## src/rtl/heap_insert_issuer.sv

```systemverilog
// ============================================================================
// heap_insert_issuer
//   Issues insert/query ops to heap level 1 and paces them at one op per two
//   cycles. It tracks the heap element count and the drain window.
// Revision: 1.0 - initial release
// ============================================================================
`default_nettype none

module heap_insert_issuer #(
  parameter int CNT_SIZE    = 20,
  parameter int ADDR_SIZE   = 28,
  parameter int TOTAL_LEVEL = 6
) (
  input  logic                   clk,
  input  logic                   rst_n,
  input  logic                   in_valid,
  output logic                   in_ready,
  input  logic [CNT_SIZE-1:0]    in_cnt,
  input  logic [ADDR_SIZE-1:0]   in_addr,
  input  logic                   query_req,
  output logic                   query_ack,
  input  logic                   clear,
  output logic                   valid_o,
  output logic                   opcode_o,
  output logic [CNT_SIZE-1:0]    wcnt_o,
  output logic [ADDR_SIZE-1:0]   waddr_o,
  output logic [TOTAL_LEVEL-1:0] insert_path_o,
  output logic [TOTAL_LEVEL-1:0] index_o,
  output logic [TOTAL_LEVEL-1:0] heap_element_cnt_o,
  output logic [TOTAL_LEVEL-1:0] heap_count,
  output logic                   full,
  output logic                   busy
);

  localparam logic [TOTAL_LEVEL-1:0] CAP        = {TOTAL_LEVEL{1'b1}};
  localparam int                     DRAIN_W    = $clog2(2*TOTAL_LEVEL+1);
  localparam logic [DRAIN_W-1:0]     DRAIN_LOAD = DRAIN_W'(2*TOTAL_LEVEL);

  typedef enum logic [0:0] {
    S_IDLE = 1'b0,
    S_HOLD = 1'b1
  } state_t;

  state_t               r_state;
  state_t               w_state_nxt;
  logic                 w_do_clear;
  logic                 w_do_query;
  logic                 w_do_insert;
  logic [DRAIN_W-1:0]   r_drain;

  assign full = (heap_count == CAP);
  assign busy = (r_state == S_HOLD) || (r_drain != '0);

  // Priority in IDLE: clear, then query, then insert.
  always_comb begin
    w_state_nxt = r_state;
    in_ready    = 1'b0;
    query_ack   = 1'b0;
    w_do_clear  = 1'b0;
    w_do_query  = 1'b0;
    w_do_insert = 1'b0;
    case (r_state)
      S_IDLE: begin
        if (clear) begin
          w_do_clear = 1'b1;
        end else if (query_req) begin
          query_ack   = 1'b1;
          w_do_query  = 1'b1;
          w_state_nxt = S_HOLD;
        end else begin
          in_ready    = !full;
          w_do_insert = in_valid && !full;
          if (w_do_insert) begin
            w_state_nxt = S_HOLD;
          end
        end
      end
      S_HOLD: begin
        w_state_nxt = S_IDLE;
      end
      default: begin
        w_state_nxt = S_IDLE;
      end
    endcase
  end

  always_ff @(posedge clk or negedge rst_n) begin
    if (!rst_n) begin
      r_state <= S_IDLE;
    end else begin
      r_state <= w_state_nxt;
    end
  end

  // Payload registers hold their last value while no op is issued.
  always_ff @(posedge clk or negedge rst_n) begin
    if (!rst_n) begin
      valid_o            <= 1'b0;
      opcode_o           <= 1'b0;
      wcnt_o             <= '0;
      waddr_o            <= '0;
      insert_path_o      <= '0;
      index_o            <= '0;
      heap_element_cnt_o <= '0;
      heap_count         <= '0;
    end else begin
      valid_o  <= w_do_query || w_do_insert;
      opcode_o <= w_do_query;
      index_o  <= '0;
      if (w_do_clear) begin
        heap_count <= '0;
      end
      if (w_do_query) begin
        wcnt_o             <= '0;
        waddr_o            <= '0;
        heap_element_cnt_o <= heap_count;
      end
      if (w_do_insert) begin
        wcnt_o             <= in_cnt;
        waddr_o            <= in_addr;
        heap_element_cnt_o <= heap_count;
        insert_path_o      <= heap_count + 1'b1;
        heap_count         <= heap_count + 1'b1;
      end
    end
  end

  always_ff @(posedge clk or negedge rst_n) begin
    if (!rst_n) begin
      r_drain <= '0;
    end else if (valid_o) begin
      r_drain <= DRAIN_LOAD;
    end else if (r_drain != '0) begin
      r_drain <= r_drain - 1'b1;
    end
  end

endmodule

`default_nettype wire
```

## config.mk

```make
export PLATFORM = sky130hd
export DESIGN_NAME = heap_insert_issuer
export DESIGN_NICKNAME = d
export VERILOG_FILES = /design/src/rtl/heap_insert_issuer.sv
export SDC_FILE = /design/constraint.sdc
export NUM_CORES = 1
export LEC_CHECK = 0
export CORE_UTILIZATION = 37
export CTS_CLUSTER_SIZE = 12
export DETAILED_ROUTE_END_ITERATION = 16
export HOLD_SLACK_MARGIN = 0.06
export MAX_ROUTING_LAYER = met4
export PLACE_DENSITY = 0.75
export SYNTH_ARGS = -nofsm -noshare
export SYNTH_HDL_FRONTEND = slang
export SYNTH_SLANG_ARGS = --single-unit
```

## constraint.sdc

```tcl
create_clock -name clk -period 1.75 [get_ports clk]
set_clock_uncertainty 0.05 [all_clocks]
set_input_delay 0.175 -clock clk [delete_from_list [all_inputs] [get_ports clk]]
set_output_delay 0.175 -clock clk [all_outputs]
set_load 0.005 [all_outputs]
```

==> results of run 1 <==
-- flip-flops by register name, summed over array words and instances, names as in the netlist --
register	count
insert_path_o	6
valid_o	1
waddr_o	28
wcnt_o	20
heap_count	6
r_drain	4
heap_element_cnt_o	6
r_state	1
opcode_o	1
-- layer usage --
layer | vias up | part of all wire (%) | GRT usage, %
met2 | 88 | 48 | 29.4
met3 | 16 | 5.0 | 3.37
met5 | - | 0 | -
met1 | 1128 | 45 | 24.4
met4 | 0 | 2.4 | 8.20
li1 | 1097 | - | -
-- worst max-delay path, stage by stage (launching register included) --
cell and delay, ps:
dfrtp_1 400, ha_4 150, and3_4 190, nand3_4 80, buf_6 130, a31oi_4 170
buf_12 160, mux2_1 330
-- cell families (layout without fill, tap and decap cells) --
group | Yosys count | in the layout | share of synthesized area (%)
DFF | 73 | 73 | 62.4
AOI/OAI and AO/OA | 70 | 70 | 19.7
and+or+nand+nor | 30 | 30 | 5.60
buffers and inverters | 29 | 183 | 6.24
muxes | 8 | 8 | 3.08
xor gates and xnor gates | 5 | 5 | 1.50
adders and majority gates | 3 | 3 | 1.28
other | 1 | 6 | 0.128
-- layout make-up --
| type | count | share of cell area (%) |
|---|---|---|
| Timing Repair Buffer | 159 | 33.5 |
| Sequential cell | 73 | 37.5 |
| Clock buffer | 12 | 3.39 |
| Tap cell | 102 | 2.62 |
| Multi-Input combinational cell | 122 | 21.3 |
| Inverter | 8 | 0.616 |
| Clock inverter | 4 | 1.03 |
-- power groups by stage --
stage                     clock network, mW  logic (mW)  registers, mW
after floorplan                           0       0.381           2.05
after global placement                    0       0.978           2.04
after detailed placement                  0        1.01           2.04
after CTS                              1.42        1.11           2.03
after global routing                   1.48        1.23           2.06
final                                  1.39        1.14           2.03
-- synthesized netlist by cell type (2+ instances only) --
cell and count:
nand3_1 3, a22o_1 48, mux2_2 2, o21ai_0 2, mux2_1 6, a21oi_1 6, clkbuf_1 4, inv_1 8
ha_1 3, dfrtp_1 73, nand2b_1 3, buf_2 4, a31oi_1 2, nor2_1 7, nand2_1 5, buf_4 6
nor2b_1 4, xnor2_1 4, buf_6 6, o31ai_1 3
-- stage by stage --
stage	area [µm²]	hold slack, ps	instances	TNS (ps)
3_5_place_dp	4420	117	453	-1460
6_report	4870	283	480	-132
5_1_grt	4870	340	480	-2590
4_1_cts	4850	302	479	-115
3_3_place_gp	4420	108	453	-8.25
2_1_floorplan	2960	-171	224	0
-- worst min-delay path by stage --
stage / from / endpoint / slack [ps] / depth (start not counted)
final: rst_n / heap_element_cnt_o[4]$_DFFE_PN0P_ / 280 / 2
after global placement: rst_n / heap_element_cnt_o[3]$_DFFE_PN0P_ / 110 / 1
after detailed placement: rst_n / heap_element_cnt_o[4]$_DFFE_PN0P_ / 120 / 1
after floorplan: rst_n / heap_count[0]$_DFFE_PN0P_ / -170 / 0
after global routing: rst_n / heap_element_cnt_o[4]$_DFFE_PN0P_ / 340 / 2
after CTS: rst_n / heap_element_cnt_o[2]$_DFFE_PN0P_ / 300 / 2
-- what timing repair did --
item / in CTS / in global routing
cloned: 3 / 0
hold endpoints to repair: 34 / 0
pin swaps: 4 / 0
hold buffers: 1 / 0
buffers inserted: 7 / 1
setup endpoints to repair: 15 / 61
resized for setup: 28 / 5
==> results.yml, run 1 <==
worst_setup_path:
  critPathKind: "flip-flop to flip-flop"
  worstPathRequired_ps: 1920
  reg2reg_slack_ps: -30
  rr_worst_depth: 7
  crit_end: "heap_element_cnt_o[4]$_DFFE_PN0P_"
  crit_fanout: 9
  cp-end-kind: "flip-flop"
  rr_startpoint: "heap_count[0]$_DFFE_PN0P_"
  worstSetupStartpointType: "flip-flop"
  startpoint: "heap_count[0]$_DFFE_PN0P_"
  worstPathArrival_ps: 1950
  reg2reg_to: "heap_element_cnt_o[4]$_DFFE_PN0P_"
floorplan:
  die_w_um: 90.9
  die_area_um2: 8270
  die_h_um: 90.9
  io_pins: 131
  initial_core_util_pct: 38.1
  core_um2: 7690
  rows: 32
cells_and_area:
  layout.nets: 429
  final_common_cell: "clkdlybuf4s50_1"
  area_growth_syn_to_layout_pct: 66.6
  multi_input_area_um2: 1040
  drive_gt1_share_pct: 19.3
  final_cell_mix: "clkdlybuf4s50_1, dfrtp_1, a22o_1"
  fillCellCount: 615
  regArea_um2: 1830
  utilization_pct: 63.4
  n_antenna_cell: 0
clock_network:
  cts_tree: "yes"
  cts_root_buf: "clkbuf_8"
  clk_path_buf_depth: 2
  h-tree-depth: 3
  insertion_delay_ps: 330
  cts_made_buffers: 9
  cts.sinks: 73
  cts.clk_slew.worst_paths_ps: 80
synthesis:
  synth.distinct_cells: 40
  seq_area_frac_synth_pct: 62.4
  syn_area_um2: 2930
  yosysTopAreaCell: "dfrtp_1"
  synth_edf_count: 0
  yosys-top-cells-area: "dfrtp_1, a22o_1, buf_6, mux2_1, buf_4"
  async_flop_share_pct: 100
  synth_area_per_cell_um2: 13.4
  synth-seq-cells: 73
  ys.flop_type: "dfrtp_1"
  syn_inst: 219
  yosysWarnings: 0
  synth_top_area_share_pct: 62.4
detailed_routing:
  totalWireLength_mm: 7.36
  drc: 0
  ant_nets: 0
  via_per_inst: 4.85
  dr.pass1.iters: 4
  vias: 2329
  avgRoutedWirePerCell_um: 15.3
  first_iter_violations: 105
timing:
  finalCritPeriodShare_pct: 102
  slew_viol_final: 0
  setup_violations: 6
  finalWorstSetupSlack_ps: -30.4
  max_freq_mhz: 562
  finalCriticalPeriod_ps: 1780
  rsz0062_at_grt: "yes"
  hold_viol: 0
power_and_ir_drop:
  p_per_area_nw_per_um2: 935
  ir_worst_vdd_v: 0.000443
  p_sw_mw: 1.17
  switching_share_pct: 25.7
  internal_power_mw: 3.38
  sequentialPowerShare_pct: 44.6
  clkPwrFrac_pct: 30.4
  finalPower_mw: 4.55
  p_leak_nw: 2.18
  pwr-share-comb_pct: 24.9
global_routing:
  overflow: 0
  grt_pass1_wl_mm: 11.9
  antenna_found_initial: 0
  grt_max_degree: 40
  grtUsageTotal_pct: 18.9
  grt_pass1_vias: 2412
placement:
  place_ws_ps: -69.6
  io_buffers: 124
  gp_congestion: 0.856
  dp_hpwl_mm: 4.81
run_status:
  status: "finished with violations"
  violations: "setup timing"
worst_hold_path:
  min_path_type: "input port to async pin"
run:
  drv_cap: 0
Power figures use the tool's default switching activity.
==> inputs of run 2 (changes only) <==
--- a/config.mk
+++ b/config.mk
@@ -11,6 +11,7 @@
 export HOLD_SLACK_MARGIN = 0.06
 export MAX_ROUTING_LAYER = met4
 export PLACE_DENSITY = 0.75
+export RECOVER_POWER = 25
 export SYNTH_ARGS = -nofsm -noshare
 export SYNTH_HDL_FRONTEND = slang
 export SYNTH_SLANG_ARGS = --single-unit
==> run 2 against run 1 <==
Against the previous run:
- the run still ends with setup timing left
- first-iteration DRC count down 1.9%
- fmax about the same
- setup slack about the same
- critical path depth unchanged
- worst hold slack better by 98 ps
- flip-flop and latch count unchanged
- utilization down 0.18 points
- non-clock buffer count unchanged
==> results.yml, run 2 (synthesized netlist as in run 1, its figures left out) <==
timing:
  rsz0062_at_grt: "yes"
  finalWorstSetupSlack_ps: -30.3
  hold_viol: 0
  worst_pin_slew_ps: 906
  finalCritPeriodShare_pct: 102
  setup_tns_ps: -132
  max_freq_mhz: 562
  setup_violations: 6
  finalCriticalPeriod_ps: 1780
  maxSlewHeadroom_pct: 39.6
  slew_viol_final: 0
clock_network:
  h-tree-depth: 3
  clk_path_buf_depth: 2
  cts_tree: "yes"
  cts.sinks: 73
  cts_made_buffers: 9
  insertion_delay_ps: 330
  cts_root_buf: "clkbuf_8"
  cts.clk_slew.worst_paths_ps: 80
placement:
  io_buffers: 124
  dp_hpwl_mm: 4.81
  dpl.cell_count: 453
  gp_congestion: 0.856
run_status:
  status: "finished with violations"
  violations: "setup timing"
global_routing:
  grtUsageTotal_pct: 18.9
  grtUsageMet1_pct: 24.4
  grt_pass1_vias: 2412
  overflow: 0
  antenna_found_initial: 0
  grt_pass1_wl_mm: 11.9
  grt_use_met3_pct: 3.37
  grt-busiest-layer: "met2"
  grt_max_degree: 40
  grt_use_met2_pct: 29.4
floorplan:
  die_h_um: 90.9
  rows: 32
  core_um2: 7690
  initial_core_util_pct: 38.1
  io_pins: 131
  die_w_um: 90.9
  die_area_um2: 8270
detailed_routing:
  drc: 0
  totalWireLength_mm: 7.37
  avgRoutedWirePerCell_um: 15.4
  dr.pass1.iters: 4
  first_iter_violations: 103
  ant_nets: 0
  vias: 2338
  via_per_inst: 4.87
cells_and_area:
  final_common_cell: "clkdlybuf4s50_1"
  top_regs: "waddr_o x28, wcnt_o x20"
  largest_register: "waddr_o"
  area_growth_syn_to_layout_pct: 66.1
  drive_gt1_share_pct: 19.0
  layout.nets: 429
  largest_reg_flops: 28
  n_antenna_cell: 0
  final-instance-count-excl-fill: 480
  final_cell_mix: "clkdlybuf4s50_1, dfrtp_1, a22o_1"
worst_setup_path:
  cp-end-kind: "flip-flop"
  crit_fanout: 9
  reg2reg_slack_ps: -30
  rr_startpoint: "heap_count[0]$_DFFE_PN0P_"
  critPathKind: "flip-flop to flip-flop"
  worstSetupStartpointType: "flip-flop"
  startpoint: "heap_count[0]$_DFFE_PN0P_"
  worstPathArrival_ps: 1950
  worstPathRequired_ps: 1920
worst_hold_path:
  hold_start: "in_addr[12]"
  min_path_type: "input port to flip-flop"
run:
  drv_cap: 0
power_and_ir_drop:
  p_leak_nw: 2.18
  finalPower_mw: 4.55
  ir_worst_vdd_v: 0.000443
  p_per_area_nw_per_um2: 937
run 2: changes by cell type in the layout (fill, tap and decap cells not counted):
| cell | before | now |
|---|---|---|
| buf_4 | 25 | 24 |
| buf_12 | 5 | 4 |
| clkbuf_2 | 1 | 2 |
| nor2_2 | 1 | 0 |
| buf_6 | 2 | 3 |
| nor2_1 | 7 | 8 |
run 2: worst max-delay path, cell delays in order, from the launching register on:
cell and delay (ps):
dfrtp_1 400, ha_4 150, and3_4 190, nand3_4 80, buf_6 130, a31oi_4 170, buf_12 160, mux2_1 330
run 2: routing by layer:
metal / vias up / wire, µm
li1: 1096 / -
met1: 1133 / 3310
met2: 94 / 3500
met3: 15 / 385
met4: 0 / 176
met5: - / 0
run 2: per-stage QoR:
stage                     utilization [%]  cell area, µm²  hold slack (ps)  setup slack [ps]
after floorplan                         -            2960             -171              5.31
after global placement               57.5            4420              108             -6.77
after detailed placement             57.5            4420              117             -69.6
after CTS                            63.1            4850              302             -25.8
after global routing                 63.2            4860              382             -94.1
final                                63.2            4860              380             -30.3
run 2: layout make-up:
type,count,area [µm²]
flip-flops and latches,73,1830
multi-input cells,122,1040
clock inverters,4,50.0
well taps,102,128
clock buffers,12,165
fillers,620,2830
repair buffers,159,1620
inverters,8,30.0
run 2: where the power goes:
group | leakage [nW] | switching [mW] | total (mW) | internal (mW)
Clock | 0.105 | 0.616 | 1.39 | 0.773
Combinational | 1.10 | 0.414 | 1.13 | 0.718
Sequential | 0.968 | 0.143 | 2.03 | 1.89
Total | 2.18 | 1.17 | 4.55 | 3.38
run 2: path summary, 6_finish.rpt:
check                                                     to  depth (start not counted)
max in group asynchronous             wcnt_o[10]$_DFFE_PN0P_                          3
min in group asynchronous  heap_element_cnt_o[4]$_DFFE_PN0P_                          2
hold / removal                       waddr_o[12]$_DFFE_PN0P_                          2
setup / recovery           heap_element_cnt_o[4]$_DFFE_PN0P_                          7
hold reg to reg            heap_element_cnt_o[3]$_DFFE_PN0P_                          1
setup reg to reg           heap_element_cnt_o[4]$_DFFE_PN0P_                          7
run 2: repair_timing:
action / in CTS / in global routing
gates resized for setup: 28 / 5
endpoints found under the hold margin: 34 / 0
setup endpoints to repair: 15 / 61
cloned: 3 / 0
hold buffers: 1 / 0
buffers inserted: 7 / 1
pin swaps: 4 / 0
==> inputs of run 3 (changes only) <==
--- a/config.mk
+++ b/config.mk
@@ -5,6 +5,7 @@
 export SDC_FILE = /design/constraint.sdc
 export NUM_CORES = 1
 export LEC_CHECK = 0
+export CORE_MARGIN = 4
 export CORE_UTILIZATION = 37
 export CTS_CLUSTER_SIZE = 12
 export DETAILED_ROUTE_END_ITERATION = 16
@@ -12,6 +13,7 @@
 export MAX_ROUTING_LAYER = met4
 export PLACE_DENSITY = 0.75
 export RECOVER_POWER = 25
+export SLEW_MARGIN = 20
 export SYNTH_ARGS = -nofsm -noshare
 export SYNTH_HDL_FRONTEND = slang
 export SYNTH_SLANG_ARGS = --single-unit
==> run 3 against run 2 <==
Against the previous run:
- the flow still finishes with violations (setup timing)
- flip-flop and latch count stayed put
- utilization is 1.1 points lower
- sequential share of layout area is 0.72 points higher
- first-iteration DRC count is 43% lower
- total power is 0.56% higher
- clock power is 4% higher
- setup slack better by 12 ps
- global-route usage is 2.2 points lower
- critical endpoint is now heap_element_cnt_o[0]$_DFFE_PN0P_
==> results.yml, run 3 (synthesized netlist as in run 1, its figures left out) <==
run_status:
  status: "finished with violations"
  violations: "setup timing"
detailed_routing:
  ant_nets: 0
  avgRoutedWirePerCell_um: 16.1
  first_iter_violations: 59
  dr.pass1.iters: 4
  vias: 2307
  totalWireLength_mm: 7.67
  drc: 0
  via_per_inst: 4.86
timing:
  finalCriticalPeriod_ps: 1770
  rsz0062_at_grt: "yes"
  hold_viol: 0
  finalWorstSetupSlack_ps: -18.7
  finalCritPeriodShare_pct: 101
  max_freq_mhz: 565
  maxSlewHeadroom_pct: 37.0
  setup_tns_ps: -65.5
  worst_pin_slew_ps: 945
  setup_violations: 6
  slew_viol_final: 0
worst_setup_path:
  crit_fanout: 5
  cp_slowest_cell: "dfrtp_1"
  crit_buf_inv: 2
  path_common_cell: "buf_6"
  worstPathArrival_ps: 1950
  cp-end-kind: "flip-flop"
  worstSetupStartpointType: "flip-flop"
  worstPathRequired_ps: 1930
  crit_cells: 7
  rr_worst_depth: 7
  crit_chain: "ha_4 > and3_4 > nand3_4 > buf_6 > a31oi_4 > buf_6 > mux2_4"
  cpPeakStageDelay_ps: 400
  cp_top_family: "flip-flops"
  critPathKind: "flip-flop to flip-flop"
floorplan:
  initial_core_util_pct: 38.1
  die_h_um: 96.9
  die_w_um: 96.9
  io_pins: 131
  core_um2: 7690
  die_area_um2: 9390
  rows: 32
clock_network:
  insertion_delay_ps: 340
  cts_tree: "yes"
  cts_root_buf: "clkbuf_8"
  clk_path_buf_depth: 2
  cts.sinks: 73
  cts_made_buffers: 9
  h-tree-depth: 3
  cts.clk_slew.worst_paths_ps: 90
global_routing:
  grt_pass1_wl_mm: 12.5
  grt_pass1_vias: 2481
  grt_use_met2_pct: 25.1
  grt_use_met3_pct: 4.69
  overflow: 0
  grtUsageTotal_pct: 16.7
  antenna_found_initial: 0
  grt-busiest-layer: "met2"
  grtUsageMet1_pct: 22.2
  grt_max_degree: 39
cells_and_area:
  layout.nets: 424
  largest_register: "waddr_o"
  area_growth_syn_to_layout_pct: 63.1
  regArea_um2: 1830
  multi_input_area_um2: 1050
  top_regs: "waddr_o x28, wcnt_o x20"
  final_common_cell: "clkdlybuf4s50_1"
  largest_reg_flops: 28
  drive_gt1_share_pct: 20.1
  fillCellCount: 622
  final_cell_mix: "clkdlybuf4s50_1, dfrtp_1, a22o_1"
  n_antenna_cell: 0
worst_hold_path:
  min_path_type: "input port to flip-flop"
  whs_path_depth: 2
run:
  drv_cap: 0
placement:
  gp_congestion: 0.897
  dp_hpwl_mm: 5.43
  io_buffers: 124
  place_ws_ps: -97.4
power_and_ir_drop:
  p_per_area_nw_per_um2: 960
  p_leak_nw: 2.13
  switching_share_pct: 25.9
  internal_power_mw: 3.39
  p_sw_mw: 1.19
  pwr-share-comb_pct: 24.1
  sequentialPowerShare_pct: 44.4
  ir_worst_vdd_v: 0.000452
  clkPwrFrac_pct: 31.5
## run 3: power groups by stage
| stage | clock network, mW | registers [mW] | logic (mW) |
|---|---|---|---|
| after floorplan | 0 | 2.05 | 0.381 |
| after global routing | 1.55 | 2.06 | 1.19 |
| after global placement | 0 | 2.04 | 0.979 |
| final | 1.44 | 2.03 | 1.10 |
| after CTS | 1.47 | 2.03 | 1.10 |
| after detailed placement | 0 | 2.04 | 1.01 |
## run 3: layer usage
metal  up-vias  share of wire (%)
met1      1126                 46
met4         0               0.86
li1       1088                  -
met3         8                5.2
met5         -                  0
met2        85                 47
## run 3: layout make-up
| cell class | instances | share of cell area (%) |
|---|---|---|
| Multi-Input combinational cell | 122 | 22.1 |
| Clock inverter | 7 | 1.97 |
| Sequential cell | 73 | 38.3 |
| Timing Repair Buffer | 154 | 31.7 |
| Clock buffer | 9 | 2.60 |
| Inverter | 8 | 0.629 |
| Tap cell | 102 | 2.68 |
## run 3: metrics by stage
stage / total power, mW / area, µm² / util, % / std cells / hold WS (ps)
after global routing: 4.80 / 4770 / 62.1 / 475 / 348
after CTS: 4.60 / 4720 / 61.4 / 474 / 287
after floorplan: 2.43 / 2960 / - / 224 / -171
final: 4.58 / 4770 / 62.1 / 475 / 374
after detailed placement: 3.05 / 4400 / 57.2 / 455 / 126
after global placement: 3.02 / 4400 / 57.2 / 455 / 127
## run 3: final timing paths
kind / start / endpoint / slack, ps
worst max-delay path: heap_count[1]$_DFFE_PN0P_ / heap_element_cnt_o[0]$_DFFE_PN0P_ / -20
worst min-delay path: in_addr[16] / waddr_o[16]$_DFFE_PN0P_ / 370
worst max register to register: heap_count[1]$_DFFE_PN0P_ / heap_element_cnt_o[0]$_DFFE_PN0P_ / -20
worst min register to register: wcnt_o[12]$_DFFE_PN0P_ / wcnt_o[12]$_DFFE_PN0P_ / 460
max in group asynchronous: rst_n / waddr_o[24]$_DFFE_PN0P_ / 340
min in group asynchronous: rst_n / heap_count[2]$_DFFE_PN0P_ / 460
## run 3: repair_timing
item,in CTS,in global routing
pin swaps,1,4
setup buffers,2,0
hold buffers,1,0
cloned,0,1
resized for setup,31,12
endpoints found under the hold margin,37,0
setup endpoints to repair,29,66
